File: src/rtl/uart_rx_pkg.sv
// Shared types and helpers for the UART receive bit-sampling path.
package uart_rx_pkg;

    typedef enum logic [1:0] {
        ST_IDLE    = 2'd0,
        ST_COLLECT = 2'd1,
        ST_HOLD    = 2'd2
    } samp_state_e;

    localparam logic VOTE_MAJ = 1'b0;
    localparam logic VOTE_CTR = 1'b1;

    // Smallest prescale that leaves room for the sample window plus a decision cycle.
    function automatic int min_prescale(input int num_samples);
        return num_samples + 2;
    endfunction

endpackage

File: src/rtl/uart_rx_multisampler_maj_vote.sv
// Combinational popcount/threshold and all-equal detector over the captured samples.
module maj_vote #(
    parameter int NUM_SAMPLES = 3
) (
    input  logic [NUM_SAMPLES-1:0] samples_i,
    output logic                   majority_o,
    output logic                   all_equal_o
);
    localparam int CW = $clog2(NUM_SAMPLES + 1);
    localparam int H  = (NUM_SAMPLES - 1) / 2;

    logic [CW-1:0] ones_s;

    // Count the ones among the captured samples.
    always_comb begin
        ones_s = '0;
        for (int k = 0; k < NUM_SAMPLES; k++) begin
            ones_s = ones_s + CW'(samples_i[k]);
        end
    end

    assign majority_o  = (ones_s > CW'(H));
    assign all_equal_o = (samples_i == '0) || (samples_i == '1);

endmodule

File: src/rtl/uart_rx_multisampler.sv
// Oversampling bit-decision block: captures a window of samples around the bit centre
// and resolves them to one bit with a strobe, a noise flag and a prescale legality flag.
module uart_rx_multisampler
    import uart_rx_pkg::*;
#(
    parameter int PRESC_W     = 6,
    parameter int NUM_SAMPLES = 3,
    parameter int CNT_W       = 3
) (
    input  logic               clk,
    input  logic               rst,
    input  logic               RX_IN,
    input  logic [PRESC_W-1:0] prescale,
    input  logic               data_samp_en,
    input  logic [PRESC_W-1:0] edge_cnt,
    input  logic               vote_mode,
    output logic               sampled_bit,
    output logic               sample_valid,
    output logic               noise_flag,
    output logic               cfg_err
);
    localparam int EW = PRESC_W + 1;
    localparam int H  = (NUM_SAMPLES - 1) / 2;
    localparam logic [EW-1:0]    HALF_W    = EW'(H);
    localparam logic [EW-1:0]    ONE_W     = EW'(1);
    localparam logic [EW-1:0]    MIN_PRESC = EW'(min_prescale(NUM_SAMPLES));
    localparam logic [CNT_W-1:0] LAST_IDX  = CNT_W'(NUM_SAMPLES - 1);
    localparam logic [CNT_W-1:0] IDX_ONE   = CNT_W'(1);

    samp_state_e            state_q, state_d;
    logic [CNT_W-1:0]       idx_q, idx_d;
    logic [NUM_SAMPLES-1:0] samp_q, samp_d, samp_ins_s;
    logic                   pend_q, pend_d;
    logic                   bit_q, bit_d;
    logic                   valid_q, valid_d;
    logic                   noise_q, noise_d;

    logic [EW-1:0] presc_s, edge_s, target_s, last_edge_s;
    logic          at_target_s, at_last_s, maj_s, all_eq_s, decided_s;

    // Window arithmetic is one bit wider than prescale so nothing wraps.
    assign presc_s     = {1'b0, prescale};
    assign edge_s      = {1'b0, edge_cnt};
    assign target_s    = (presc_s >> 1) - HALF_W + EW'(idx_q);
    assign last_edge_s = presc_s - ONE_W;
    assign at_target_s = (edge_s == target_s);
    assign at_last_s   = (edge_s == last_edge_s);
    assign cfg_err     = (presc_s < MIN_PRESC);

    maj_vote #(
        .NUM_SAMPLES (NUM_SAMPLES)
    ) u_maj_vote (
        .samples_i   (samp_q),
        .majority_o  (maj_s),
        .all_equal_o (all_eq_s)
    );

    assign decided_s = (vote_mode == VOTE_CTR) ? samp_q[H] : maj_s;

    // Sample register with RX_IN written into the slot addressed by idx.
    always_comb begin
        for (int k = 0; k < NUM_SAMPLES; k++) begin
            samp_ins_s[k] = (idx_q == CNT_W'(k)) ? RX_IN : samp_q[k];
        end
    end

    // Next-state and output decision logic.
    always_comb begin
        state_d = state_q;
        idx_d   = idx_q;
        samp_d  = samp_q;
        pend_d  = 1'b0;
        bit_d   = bit_q;
        valid_d = 1'b0;
        noise_d = 1'b0;
        if (!data_samp_en || cfg_err) begin
            // Disable or illegal window discards any in-flight bit, even a pending decision.
            state_d = ST_IDLE;
            idx_d   = '0;
            samp_d  = '0;
            bit_d   = 1'b0;
        end else begin
            case (state_q)
                ST_IDLE: begin
                    state_d = ST_COLLECT;
                    idx_d   = '0;
                    samp_d  = '0;
                end
                ST_COLLECT: begin
                    if (at_last_s) begin
                        // Counter skipped a sample point: decide on what we have and rearm.
                        bit_d   = decided_s;
                        valid_d = 1'b1;
                        noise_d = 1'b1;
                        idx_d   = '0;
                        samp_d  = '0;
                    end else if (at_target_s) begin
                        samp_d = samp_ins_s;
                        idx_d  = idx_q + IDX_ONE;
                        if (idx_q == LAST_IDX) begin
                            state_d = ST_HOLD;
                            pend_d  = 1'b1;
                        end else begin
                            state_d = ST_COLLECT;
                        end
                    end else begin
                        state_d = ST_COLLECT;
                    end
                end
                ST_HOLD: begin
                    if (pend_q) begin
                        bit_d   = decided_s;
                        valid_d = 1'b1;
                        noise_d = !all_eq_s;
                    end else begin
                        bit_d = bit_q;
                    end
                    if (at_last_s) begin
                        state_d = ST_COLLECT;
                        idx_d   = '0;
                        samp_d  = '0;
                    end else begin
                        state_d = ST_HOLD;
                    end
                end
                default: begin
                    state_d = ST_IDLE;
                    idx_d   = '0;
                    samp_d  = '0;
                    bit_d   = 1'b0;
                end
            endcase
        end
    end

    // State and output registers.
    always_ff @(posedge clk or negedge rst) begin
        if (!rst) begin
            state_q <= ST_IDLE;
            idx_q   <= '0;
            samp_q  <= '0;
            pend_q  <= 1'b0;
            bit_q   <= 1'b0;
            valid_q <= 1'b0;
            noise_q <= 1'b0;
        end else begin
            state_q <= state_d;
            idx_q   <= idx_d;
            samp_q  <= samp_d;
            pend_q  <= pend_d;
            bit_q   <= bit_d;
            valid_q <= valid_d;
            noise_q <= noise_d;
        end
    end

    assign sampled_bit  = bit_q;
    assign sample_valid = valid_q;
    assign noise_flag   = noise_q;

endmodule
File: config.mk
export PLATFORM = sky130hd
export DESIGN_NAME = uart_rx_multisampler
export DESIGN_NICKNAME = d
export VERILOG_FILES = /design/src/rtl/uart_rx_pkg.sv /design/src/rtl/uart_rx_multisampler_maj_vote.sv /design/src/rtl/uart_rx_multisampler.sv
export SDC_FILE = /design/constraint.sdc
export NUM_CORES = 1
export LEC_CHECK = 0
export CORE_AREA = 2 2 45 89
export CTS_BUF_LIST = sky130_fd_sc_hd__clkbuf_4
export CTS_CLUSTER_SIZE = 20
export DETAILED_ROUTE_END_ITERATION = 16
export DIE_AREA = 0 0 47 91
export DONT_BUFFER_PORTS = 1
export PLACE_DENSITY = 0.58
export SYNTH_ARGS = -nofsm -noshare
export SYNTH_HDL_FRONTEND = slang
export SYNTH_SLANG_ARGS = --single-unit
File: constraint.sdc
create_clock -name clk -period 6 [get_ports clk]
set_clock_uncertainty 0.05 [all_clocks]
set_input_delay 0.9 -clock clk [delete_from_list [all_inputs] [get_ports clk]]
set_output_delay 0.9 -clock clk [all_outputs]
set_load 0.01 [all_outputs]
# After elaboration in Yosys (flattened, before gate mapping)
# Cells that the tools add are included.
dict set report totals {
  register_bits 12
  in_bits 17
  output_inout_bits 4
  elab_cells 80
}
dict set report classes {
  n_addsub 6
  order_cmp 2
  n_eq_ne 16
  muxes 35
  reduce_logical 12
}
# cell n
set ops {}
lappend ops {{$mux W3} 7}
lappend ops {{$mux W1} 17}
lappend ops {{$ne A4 B4 Y1 const B} 4}
lappend ops {{$eq A6 B7 Y1} 2}
lappend ops {{$ne A3 B3 Y1 const B} 4}
lappend ops {{$pmux W3 S2} 2}
lappend ops {{$reduce_and A3 Y1} 4}
lappend ops {{$mux W2} 5}
lappend ops {{$add A6 B4 Y7} 1}
lappend ops {{$sub A6 B1 Y7 const B} 1}
lappend ops {{$logic_not A3 Y1} 2}
lappend ops {{$lt A6 B3 Y1 const B} 1}
lappend ops {{$pmux W2 S3} 1}
lappend ops {{$sub A5 B1 Y6 const B} 1}
lappend ops {{$pmux W1 S2} 2}
lappend ops {{$add A3 B1 Y3 const B} 1}
lappend ops {{$eq A3 B1 Y1 const B} 1}
lappend ops {{$eq A3 B2 Y1 const B} 1}
lappend ops {{$eq A3 B3 Y1 const B} 1}
lappend ops {{$pmux W1 S3} 1}
lappend ops {{$add A1 B1 Y2} 1}
lappend ops {{$add A2 B1 Y2} 1}
lappend ops {{$eq A2 B1 Y1 const B} 1}
lappend ops {{$eq A2 B2 Y1 const B} 1}
lappend ops {{6 further kinds} 8}

# Depth between registers and ports, before layout
# Gate-level depths: netlist of the first run.
dict set report depth {
  ltp_word 7
  ltp_mapped 12
  depth_no_buf 11
}

# By module
# From an unflattened synthesis of the first run, not the netlist that was laid out.
dict set report hier_totals {
  cells_unflattened 171
  area_unflattened_um2 1392.6
}
# mod instances cells_each area_each_um2 seq_area_each_um2
set by_module_without_submodules {}
lappend by_module_without_submodules {uart_rx_multisampler 1 166 1357.6 300.3}
lappend by_module_without_submodules {maj_vote 1 5 35.0 0.0}

# Least setup slack after synthesis of the first run
# No wires, ideal clock.
dict set report synth_timing {
  path_kind {input-to-reg}
  start {in prescale[2]}
  end {reg samp_q[2]}
  setup_time_ns 0.126
  arrival_time_ns 3.378
  required_ns 5.824
  path_slack_ns 2.446
  path_stages 12
  path_buffers 1
  path_cell_list {buf_6 > inv_1 > ha_1 > xor2_1 > ha_1 > xnor2_1 > xnor2_1 > nand3_1 > a221o_1 > nor4_4 > nand2_2 > a311o_1}
}
dict set report synth_between {
  elab_chain_cells 5
  elab_cells_between_ends 14
  cone_classes {add/sub (3); order compare (1); eq/ne (5); mux (3); reduce/logical (2)}
}
# element line
set synth_lines {}
lappend synth_lines {{from (decl)} uart_rx_multisampler.sv:13} ;# input logic [PRESC_W-1:0] prescale,
lappend synth_lines {{$sub A5 B1 Y6 / $sub A6 B1 Y7 (equally long branches)} {uart_rx_multisampler.sv:44, uart_rx_multisampler.sv:45}}
lappend synth_lines {{$add A6 B4 Y7 / $eq A6 B7 Y1 (equally long branches)} {uart_rx_multisampler.sv:44, uart_rx_multisampler.sv:47}}
lappend synth_lines {{$eq A6 B7 Y1 / $mux W3 (equally long branches)} {uart_rx_multisampler.sv:46, uart_rx_multisampler.sv:90}}
lappend synth_lines {{$ne A4 B4 Y1 (no line) / $pmux W3 S2 (equally long branches)} -}
lappend synth_lines {{$reduce_and A3 Y1 (no line) / $mux W3 (equally long branches)} -}
lappend synth_lines {{to (signal assigned)} uart_rx_multisampler.sv:149} ;# samp_q <= samp_d;
lappend synth_lines {{to (decl)} uart_rx_multisampler.sv:32} ;# logic [NUM_SAMPLES-1:0] samp_q, samp_d, samp_ins_s;
# Several ways; a longest one is shown, not always the timed one.
# A chain may end at the register's enable or synchronous reset.

# Worst setup path in the final report of the first run
dict set report layout_timing {
  start {in prescale[1]}
  end {reg samp_q[2]}
}
# Same word-level chain as after synthesis.

==> results of run 1 <==
==> routing by layer <==
layer	wire length (um)	GRT usage [%]	up-vias
li1	-	-	584
met1	1190	16.0	543
met2	1860	31.6	33
met3	152	1.19	6
met4	87	7.64	0
met5	0	0	-
==> layout by cell type (no fill, tap or decap), drive strengths merged, types with 2 or more instances in the layout <==
| cell | instances |
|---|---|
| nor3 | 6 |
| a221o | 2 |
| nor4 | 2 |
| a21oi | 8 |
| or3 | 2 |
| a31o | 2 |
| o21ai | 6 |
| nand2 | 12 |
| mux2i | 2 |
| xor2 | 8 |
| nand2b | 3 |
| nor2 | 6 |
| xnor2 | 9 |
| dfrtp | 12 |
| nand3b | 2 |
| and3 | 4 |
| nor3b | 3 |
| nor2b | 3 |
| nand4 | 5 |
| a21o | 2 |
| and2 | 3 |
| ha | 15 |
| clkbuf | 3 |
| nand3 | 7 |
| inv | 13 |
==> flip-flops by register name, summed over array words and instances, names as in the netlist <==
| signal | cells |
|---|---|
| pend_q | 1 |
| sampled_bit | 1 |
| idx_q | 3 |
| sample_valid | 1 |
| state_q | 2 |
| noise_flag | 1 |
| samp_q | 3 |
==> final cells by class <==
class                           instances  area, sq um  share of cell area [%]
Clock buffer                            3         22.5                    1.57
Sequential cell                        12          300                    20.9
Tap cell                               49         61.3                    4.27
Inverter                               13         48.8                    3.40
Multi-Input combinational cell        132         1000                    69.9
==> kinds of logic (layout without fill, tap and decap cells) <==
family | count (synthesis) | in the layout | synth area share, %
AOI/OAI and AO/OA | 34 | 34 | 17.7
xor gates and xnor gates | 17 | 17 | 10.7
adders and majority gates | 16 | 16 | 14.9
buffers and inverters | 19 | 16 | 6.29
DFF | 12 | 12 | 21.6
muxes | 3 | 3 | 2.25
and+or+nand+nor | 62 | 62 | 26.5
==> worst reg2reg max path, stage by stage (launching register included) <==
cell and delay (ns):
dfrtp_1 0.43, ha_1 0.21, inv_1 0.06, fa_1 0.41
nor2b_1 0.21, o21ai_0 0.13, mux2i_1 0.15, a31o_2 0.26
nor4_4 0.52, nand2_2 0.16, a311o_1 0.38
==> stage by stage <==
step | setup WS (ns) | instances
global placement | 2.30 | 206
floorplan | 2.45 | 163
detailed placement | 2.23 | 206
global route | 2.26 | 209
finish | 2.50 | 209
CTS | 2.50 | 209
==> final timing paths <==
check                            start           to  slack [ns]
min in group clk           sampled_bit  sampled_bit        0.51
setup reg to reg              idx_q[0]    samp_q[2]        2.92
hold reg to reg            sampled_bit  sampled_bit        0.51
max in group asynchronous          rst   state_q[0]        5.55
hold / removal                     rst     idx_q[0]        0.27
setup / recovery           prescale[1]    samp_q[2]        2.50
==> power groups by stage <==
| stage | Clock [mW] | Sequential, mW | Combinational, mW |
|---|---|---|---|
| floorplan | 0 | 0.0848 | 0.0503 |
| global placement | 0 | 0.0851 | 0.0536 |
| detailed placement | 0 | 0.0852 | 0.0549 |
| CTS | 0.0496 | 0.0836 | 0.0553 |
| global route | 0.0519 | 0.0839 | 0.0615 |
| finish | 0.0469 | 0.0836 | 0.0556 |
==> key figures, run 1 <==
GRT
  – First-pass GRT wire length: 5.37 mm
  – Overall Global Routing Usage: 16.6%
  – Initial antenna violation count: 0
  – Largest net degree at the start of global routing: 13
  – Number of global-route vias before repair: 1268
  – GRT overflow: 0

Power and ir drop
  – Max rail drop VDD: 104 uV
  – Comb pwr share: 29.9%
  – P_int: 0.130 mW
  – Pwr Density: 130 mW/mm^2
  – Register share of total power: 44.9%
  – Clk pwr share: 25.2%
  – Sw power: 0.0558 mW
  – Power Total: 0.186 mW
  – Sw Share: 30.0%
  – Static Leak: 0.627 nW

Synth
  – Synth warnings: 0
  – Cell taking the most area after synthesis: dfrtp_1
  – Post-synth EDFFs: 0
  – Synth cell types: 51
  – Register area share after synthesis: 21.6%
  – Share of the synthesized area in the top cell type: 21.6%
  – Async set-reset flop share out of synthesis: 100%
  – Gate Count Post-Synth: 163
  – Top_reg_cell synth: dfrtp_1
  – Synth area leaders: dfrtp_1 22%, ha_1 13%, xnor2_1 5.7%, xor2_1 5.0%, inv_1 3.5%
  – #FFs+latches synth: 12
  – Most instantiated library cell after synthesis: ha_1
  – Syn_area_per_cell: 8.54 sq um
  – Syn nets: 196
  – Most frequent cells after synthesis: 15 x ha_1, 13 x inv_1, 12 x dfrtp_1, 11 x nand2_1, 9 x xnor2_1
  – Mapped Area: 0.00139 sq mm

Job
  – Max_cap viols: 0

Setup path
  – Critical path's slowest cell: nor4_4
  – CP Capture Type: register
  – Buf/Inv on CP: 1
  – Startpoint Class: input pin
  – Crit Path Max Fanout: 10
  – R2R depth: 10
  – CP arrival: 3.60 ns
  – Slowest stage delay, CP: 0.55 ns
  – CP required: 6.10 ns
  – Setup CP Type: in2reg
  – Critical path's top delay family: simple AND/OR/NAND/NOR gates
  – Critical path depth: 11
  – Worst-path cell chain: inv_1 -> ha_1 -> xor2_1 -> ha_1 -> xnor2_1 -> xnor2_1 -> nand3_1 -> a221o_1 -> nor4_4 -> nand2_2 -> a311o_1

Floorplanning
  – Die Ht: 91 um
  – DIE WIDTH: 47 um
  – CORE AREA: 0.00357 sq mm
  – Die area: 0.00428 sq mm
  – FP Rows: 31
  – Starting density of the core: 39.0%
  – Top-level I/O count: 21

Timing
  – Tmin final: 3.50 ns
  – Final setup viols: 0
  – Max Slew Vio Count: 0
  – Fin. Hold Viols: 0
  – Maximum clock frequency: 286 MHz
  – Final worst-path cycle share: 58.3%
  – Total negative slack: 0 ns
  – Least-Margin Pin Slew: 0.620 ns
  – RSZ-0062 raised after global routing: false
  – Rel. slew slack: 58.6%
  – WHS: 0.274 ns

CTS
  – Sinks on Clock Net: 12
  – Post-cts gate resize count: 0
  – CTS Buf Count: 3
  – CTS max path bufs: 2
  – Clock slew at reported path FFs: 0.07 ns
  – Total setup buffers inserted after CTS: 0
  – CTS root buf: clkbuf_4
  – CTS tree: built
  – H-tree depth: 1
  – Hold_buf cts: 0
  – Clk_lat worst skew: 0.26 ns

Worst hold path
  – HP Class: in2async

Final layout
  – Fill cells: 382
  – Layout cells sized above 1: 7.50%
  – Post-route cell area: 0.00144 sq mm
  – Inserted Diodes: 0
  – Area growth syn-to-layout: 3.24%
  – Nets: 195
  – Util after Layout: 40.3%

Drt
  – Final WL: 3.29 mm
  – TritonRoute pass-1 iters: 4
  – Drt first-iter violations: 32
  – Detail Route Antenna Nets: 0
  – Vias per cell: 5.58
  – Residual DRC count: 0
  – Total vias in the final route: 1166
  – Drt wl/cell: 15.7 um

Placed design
  – Placer congestion estimate: 0.914
  – Placed Area: 0.00141 sq mm
  – Input/output buffers: 0
  – HPWL after detailed placement: 2.78 mm

Status
  – Outcome: finished, final reports clean
(Power assumes the default switching activity.)
==> run 2: changes to the inputs <==
Clock period 6 ns to 3.3 ns, I/O delays scaled along.
==> run 2 against run 1 <==
Sequential power increased by 82%. Global-route usage increased by 0.55 points. Worst setup slack lost 2.0 ns. Combinational power is 92% higher. Cell count rose by 1.9%. Hold slack improved by 0.041 ns. Wire length grew 0.30%. Largest power group unchanged. Design area rose by 2.3%. Critical endpoint is now idx_q[1].
==> key figures, run 2 (synthesized netlist as in run 1, its figures left out) <==
Drt
  – Detail Route Antenna Nets: 0
  – Vias per cell: 5.77
  – Drt wl/cell: 15.5 um
  – TritonRoute pass-1 iters: 4
  – Drt first-iter violations: 13
  – Total vias in the final route: 1229
  – Final WL: 3.30 mm
  – Residual DRC count: 0

GRT
  – Initial antenna violation count: 0
  – First-pass GRT wire length: 5.46 mm
  – Largest net degree at the start of global routing: 13
  – GRT overflow: 0
  – Number of global-route vias before repair: 1259
  – Overall Global Routing Usage: 17.1%

Timing
  – Final worst-path cycle share: 84.9%
  – Total negative slack: 0 ns
  – Final setup viols: 0
  – Tmin final: 2.80 ns
  – Least-Margin Pin Slew: 0.582 ns
  – Maximum clock frequency: 357 MHz
  – Fin. Hold Viols: 0
  – Final WS setup: 0.500 ns
  – RSZ-0062 raised after global routing: false
  – Rel. slew slack: 61.1%
  – Max Slew Vio Count: 0

Setup path
  – Startpoint Class: input pin
  – Flop2flop setup slack: 0.57 ns
  – Crit Path Max Fanout: 8
  – Worst-path cell chain: inv_1 -> ha_1 -> inv_1 -> ha_1 -> a21o_1 -> a21oi_2 -> xnor2_1 -> a221o_1 -> nor4_4 -> buf_4 -> a211oi_1 -> a41o_1
  – Critical path's top delay family: compound AO/OA/AOI/OAI gates
  – Setup CP Type: in2reg
  – CP Capture Type: register
  – CP required: 3.41 ns
  – Buf/Inv on CP: 3
  – Critical path's slowest cell: a221o_1
  – R2R depth: 10
  – Slowest stage delay, CP: 0.34 ns
  – CP arrival: 2.91 ns
  – Critical path depth: 12

CTS
  – CTS max path bufs: 2
  – H-tree depth: 1
  – CTS root buf: clkbuf_4
  – Clk_lat worst skew: 0.27 ns
  – CTS Buf Count: 3
  – Sinks on Clock Net: 12
  – Total setup buffers inserted after CTS: 0
  – Post-cts gate resize count: 0
  – CTS tree: built
  – Clock slew at reported path FFs: 0.07 ns
  – Hold_buf cts: 1

Final layout
  – Area growth syn-to-layout: 5.58%
  – Inserted Diodes: 0
  – Fill cells: 382
  – Most common cell after layout, fill and taps aside: ha_1
  – Util after Layout: 41.2%
  – Register area: 300 sq um
  – Commonest cells after routing, fill and taps aside: 15 x ha_1, 13 x inv_1, 12 x dfrtp_1, 11 x nand2_1, 9 x xnor2_1
  – Largest regs: idx_q (3), samp_q (3), state_q (2)
  – Nets: 199
  – Multi-input gate area: 0.00100 sq mm
  – Layout cells sized above 1: 9.15%

Floorplanning
  – DIE WIDTH: 47 um
  – Top-level I/O count: 21
  – Starting density of the core: 39.0%
  – Die area: 0.00428 sq mm
  – Die Ht: 91 um
  – FP Rows: 31
  – CORE AREA: 0.00357 sq mm

Placed design
  – Placer congestion estimate: 0.917
  – Pre-CTS setup slack: 0.199 ns
  – Input/output buffers: 0
  – HPWL after detailed placement: 2.70 mm

Power and ir drop
  – Max rail drop VDD: 151 uV
  – Static Leak: 0.647 nW
  – Pwr Density: 236 mW/mm^2

Job
  – Max_cap viols: 0

Worst hold path
  – Number of cells on the worst hold path: 2
  – HP Class: in2reg

Status
  – Outcome: finished, final reports clean
## run 2: changes by cell type in the layout (fill, tap and decap cells not counted), sizes merged
| cell | delta |
|---|---|
| dlygate4sd3 | +1 |
| buf | +3 |
## run 2: where the power goes
| group | switching (mW) | leakage, nW | internal, mW | total [mW] |
|---|---|---|---|---|
| logic | 0.0589 | 0.467 | 0.0477 | 0.107 |
| registers | 0.00245 | 0.166 | 0.149 | 0.152 |
| clock network | 0.0464 | 0.0138 | 0.0423 | 0.0886 |
| total | 0.108 | 0.647 | 0.239 | 0.347 |
## run 2: worst paths after layout
kind	to	start
setup / recovery	idx_q[1]	prescale[1]
hold / removal	samp_q[0]	RX_IN
setup reg to reg	idx_q[1]	idx_q[0]
hold reg to reg	sample_valid	pend_q
max in group asynchronous	sampled_bit	rst
min in group asynchronous	samp_q[2]	rst
## run 2: stage by stage
| stage | cells | total power, mW | hold slack, ns | cell area, sq um |
|---|---|---|---|---|
| after floorplan | 163 | 0.246 | 0.149 | 1390 |
| final | 213 | 0.347 | 0.316 | 1470 |
| after detailed placement | 209 | 0.257 | 0.150 | 1440 |
| after global routing | 213 | 0.372 | 0.338 | 1470 |
| after global placement | 209 | 0.255 | 0.150 | 1440 |
| after CTS | 213 | 0.354 | 0.306 | 1470 |
## run 2: worst register-to-register path, cell delays in order, from the launching register on
cell	delay (ns)
dfrtp_1	0.41
ha_1	0.19
inv_1	0.05
fa_1	0.40
nor2b_1	0.19
o21ai_0	0.10
a221o_1	0.39
nor4_4	0.34
buf_4	0.21
a211oi_1	0.07
a41o_1	0.21
## run 2: cell type report
class / instances / area share, %
clock buffers: 3 / 1.53
flip-flops and latches: 12 / 20.4
well taps: 49 / 4.17
multi-input cells: 132 / 68.3
inverters: 13 / 3.32
repair buffers: 4 / 2.21
## run 2: per-layer routing
| layer | up-vias | track usage, % | share of wire (%) |
|---|---|---|---|
| met4 | 0 | 9.49 | 2.7 |
| met2 | 39 | 30.0 | 57 |
| met1 | 587 | 17.8 | 34 |
| li1 | 595 | - | - |
| met5 | - | 0 | 0 |
| met3 | 8 | 2.39 | 5.9 |
==> run 3: changes to the inputs <==
Settings changed: PLACE_DENSITY 0.58 to 0.6.
Clock period 3.3 ns to 2.5 ns, I/O delays scaled along.
==> run 3 against run 2 <==
The flow now finishes with violations (setup timing). Clock power up 41%. Register-to-register slack worse by 0.70 ns. Wire length up 13%. Combinational power rose by 53%. Highest routed layer unchanged.
==> key figures, run 3 (synthesized netlist as in run 1, its figures left out) <==
Setup path
  – Flop2flop setup slack: -0.13 ns
  – Worst-path cell chain: clkinvlp_4 -> ha_4 -> inv_1 -> ha_1 -> a21o_1 -> a21oi_2 -> buf_4 -> a311oi_1 -> a31o_2 -> nor4_4 -> buf_4 -> nand2_4 -> a221o_1
  – Setup crit start: prescale[1]
  – CP dominant cell by count: buf_4
  – Reg-to-Reg Start: idx_q[0]
  – Startpoint Class: input pin
  – CP arrival: 2.76 ns
  – Slowest stage delay, CP: 0.31 ns
  – CP required: 2.62 ns
  – Crit Path Max Fanout: 5
  – CP Capture Type: register
  – Setup CP Type: in2reg
  – Critical path's slowest cell: ha_4

CTS
  – CTS Buf Count: 3
  – Sinks on Clock Net: 12
  – Clk_lat worst skew: 0.28 ns
  – Clock slew at reported path FFs: 0.08 ns
  – CTS max path bufs: 2
  – H-tree depth: 1
  – CTS root buf: clkbuf_4
  – CTS tree: built

Worst hold path
  – HP Class: in2reg
  – Worst hold start: RX_IN

Timing
  – Fin. Hold Viols: 0
  – Final WS setup: -0.142 ns
  – Tmin final: 2.64 ns
  – Rel. slew slack: 60.0%
  – Maximum clock frequency: 378 MHz
  – Final worst-path cycle share: 106%
  – Least-Margin Pin Slew: 0.598 ns
  – RSZ-0062 raised after global routing: true
  – Max Slew Vio Count: 0
  – Final setup viols: 9

GRT
  – Number of global-route vias before repair: 1395
  – First-pass GRT wire length: 5.95 mm
  – Overall Global Routing Usage: 19.1%
  – GRT overflow: 0
  – Largest net degree at the start of global routing: 13
  – Initial antenna violation count: 0

Final layout
  – Area growth syn-to-layout: 21.1%
  – Most common cell after layout, fill and taps aside: buf_4
  – Layout cells sized above 1: 24.3%
  – Commonest cells after routing, fill and taps aside: 19 x buf_4, 12 x ha_1, 12 x dfrtp_1, 11 x nand2_1, 10 x inv_1
  – Nets: 215
  – Inserted Diodes: 0
  – Largest regs: idx_q (3), samp_q (3), state_q (2)
  – Post-route cell area: 0.00169 sq mm

Floorplanning
  – DIE WIDTH: 47 um
  – FP Rows: 31
  – Die area: 0.00428 sq mm
  – Starting density of the core: 39.0%
  – Die Ht: 91 um
  – Top-level I/O count: 21
  – CORE AREA: 0.00357 sq mm

Drt
  – Detail Route Antenna Nets: 0
  – Residual DRC count: 0
  – TritonRoute pass-1 iters: 4
  – Final WL: 3.74 mm
  – Drt first-iter violations: 25
  – Total vias in the final route: 1295
  – Vias per cell: 5.63
  – Drt wl/cell: 16.2 um

Job
  – Max_cap viols: 0

Placed design
  – Placed Area: 0.00156 sq mm
  – Input/output buffers: 0
  – Placer congestion estimate: 0.877
  – HPWL after detailed placement: 2.95 mm

Power and ir drop
  – Power Total: 0.490 mW
  – Pwr Density: 291 mW/mm^2
  – Max rail drop VDD: 253 uV
  – Static Leak: 0.747 nW

Status
  – Outcome: complete, but fails checks
  – Violated checks: setup timing
-- run 3: repair_timing --
item,4_1_cts,5_1_grt
endpoints found under the setup margin,9,9
setup buffers,1,2
gates cloned,0,0
endpoints found under the hold margin,12,0
resized for setup,9,4
hold buffers,1,0
pin swaps,3,2
-- run 3: power breakdown --
| part | internal, mW | switching [mW] |
|---|---|---|
| sequential | 0.197 | 0.00406 |
| clock | 0.0579 | 0.0673 |
| combinational | 0.0780 | 0.0855 |
| total | 0.333 | 0.157 |
-- run 3: cell type report --
class / instances / area [sq um]
fillers: 369 / 1880
multi-input cells: 132 / 1090
flip-flops and latches: 12 / 300
repair buffers: 20 / 153
well taps: 49 / 61.3
inverters: 13 / 57.6
clock buffers: 3 / 22.5
clock inverters: 1 / 3.75
-- run 3: path summary, 6_finish.rpt --
check	endpoint	cells past startpoint
setup / recovery	state_q[0]	13
hold / removal	samp_q[0]	2
setup reg to reg	state_q[0]	10
hold reg to reg	sample_valid	2
max in group asynchronous	idx_q[0]	1
min in group asynchronous	idx_q[2]	1
-- run 3: per-stage QoR --
stage | setup slack (ns) | util, % | instances | TNS (ns) | hold WS [ns]
floorplan | -0.413 | - | 163 | -2.30 | 0.0294
global placement | -0.429 | 43.8 | 222 | -3.00 | 0.0298
detailed placement | -0.473 | 43.8 | 222 | -3.40 | 0.0297
CTS | -0.181 | 46.0 | 228 | -1.10 | 0.197
global route | -0.268 | 47.2 | 230 | -2.05 | 0.213
finish | -0.142 | 47.2 | 230 | -0.727 | 0.199
-- run 3: per-layer routing --
| layer | global-route usage [%] | share of wire, % |
|---|---|---|
| met1 | 17.3 | 33 |
| met2 | 36.6 | 58 |
| met3 | 1.79 | 4.5 |
| met4 | 9.72 | 4.1 |
| met5 | 0 | 0 |
-- run 3: critical path, delay by kind of cell --
| kind | cells | cell delay, ns |
|---|---|---|
| AOI/OAI and AO/OA | 5 | 0.96 |
| adders and majority gates | 2 | 0.57 |
| buffers and inverters | 4 | 0.51 |
| and+or+nand+nor | 2 | 0.34 |
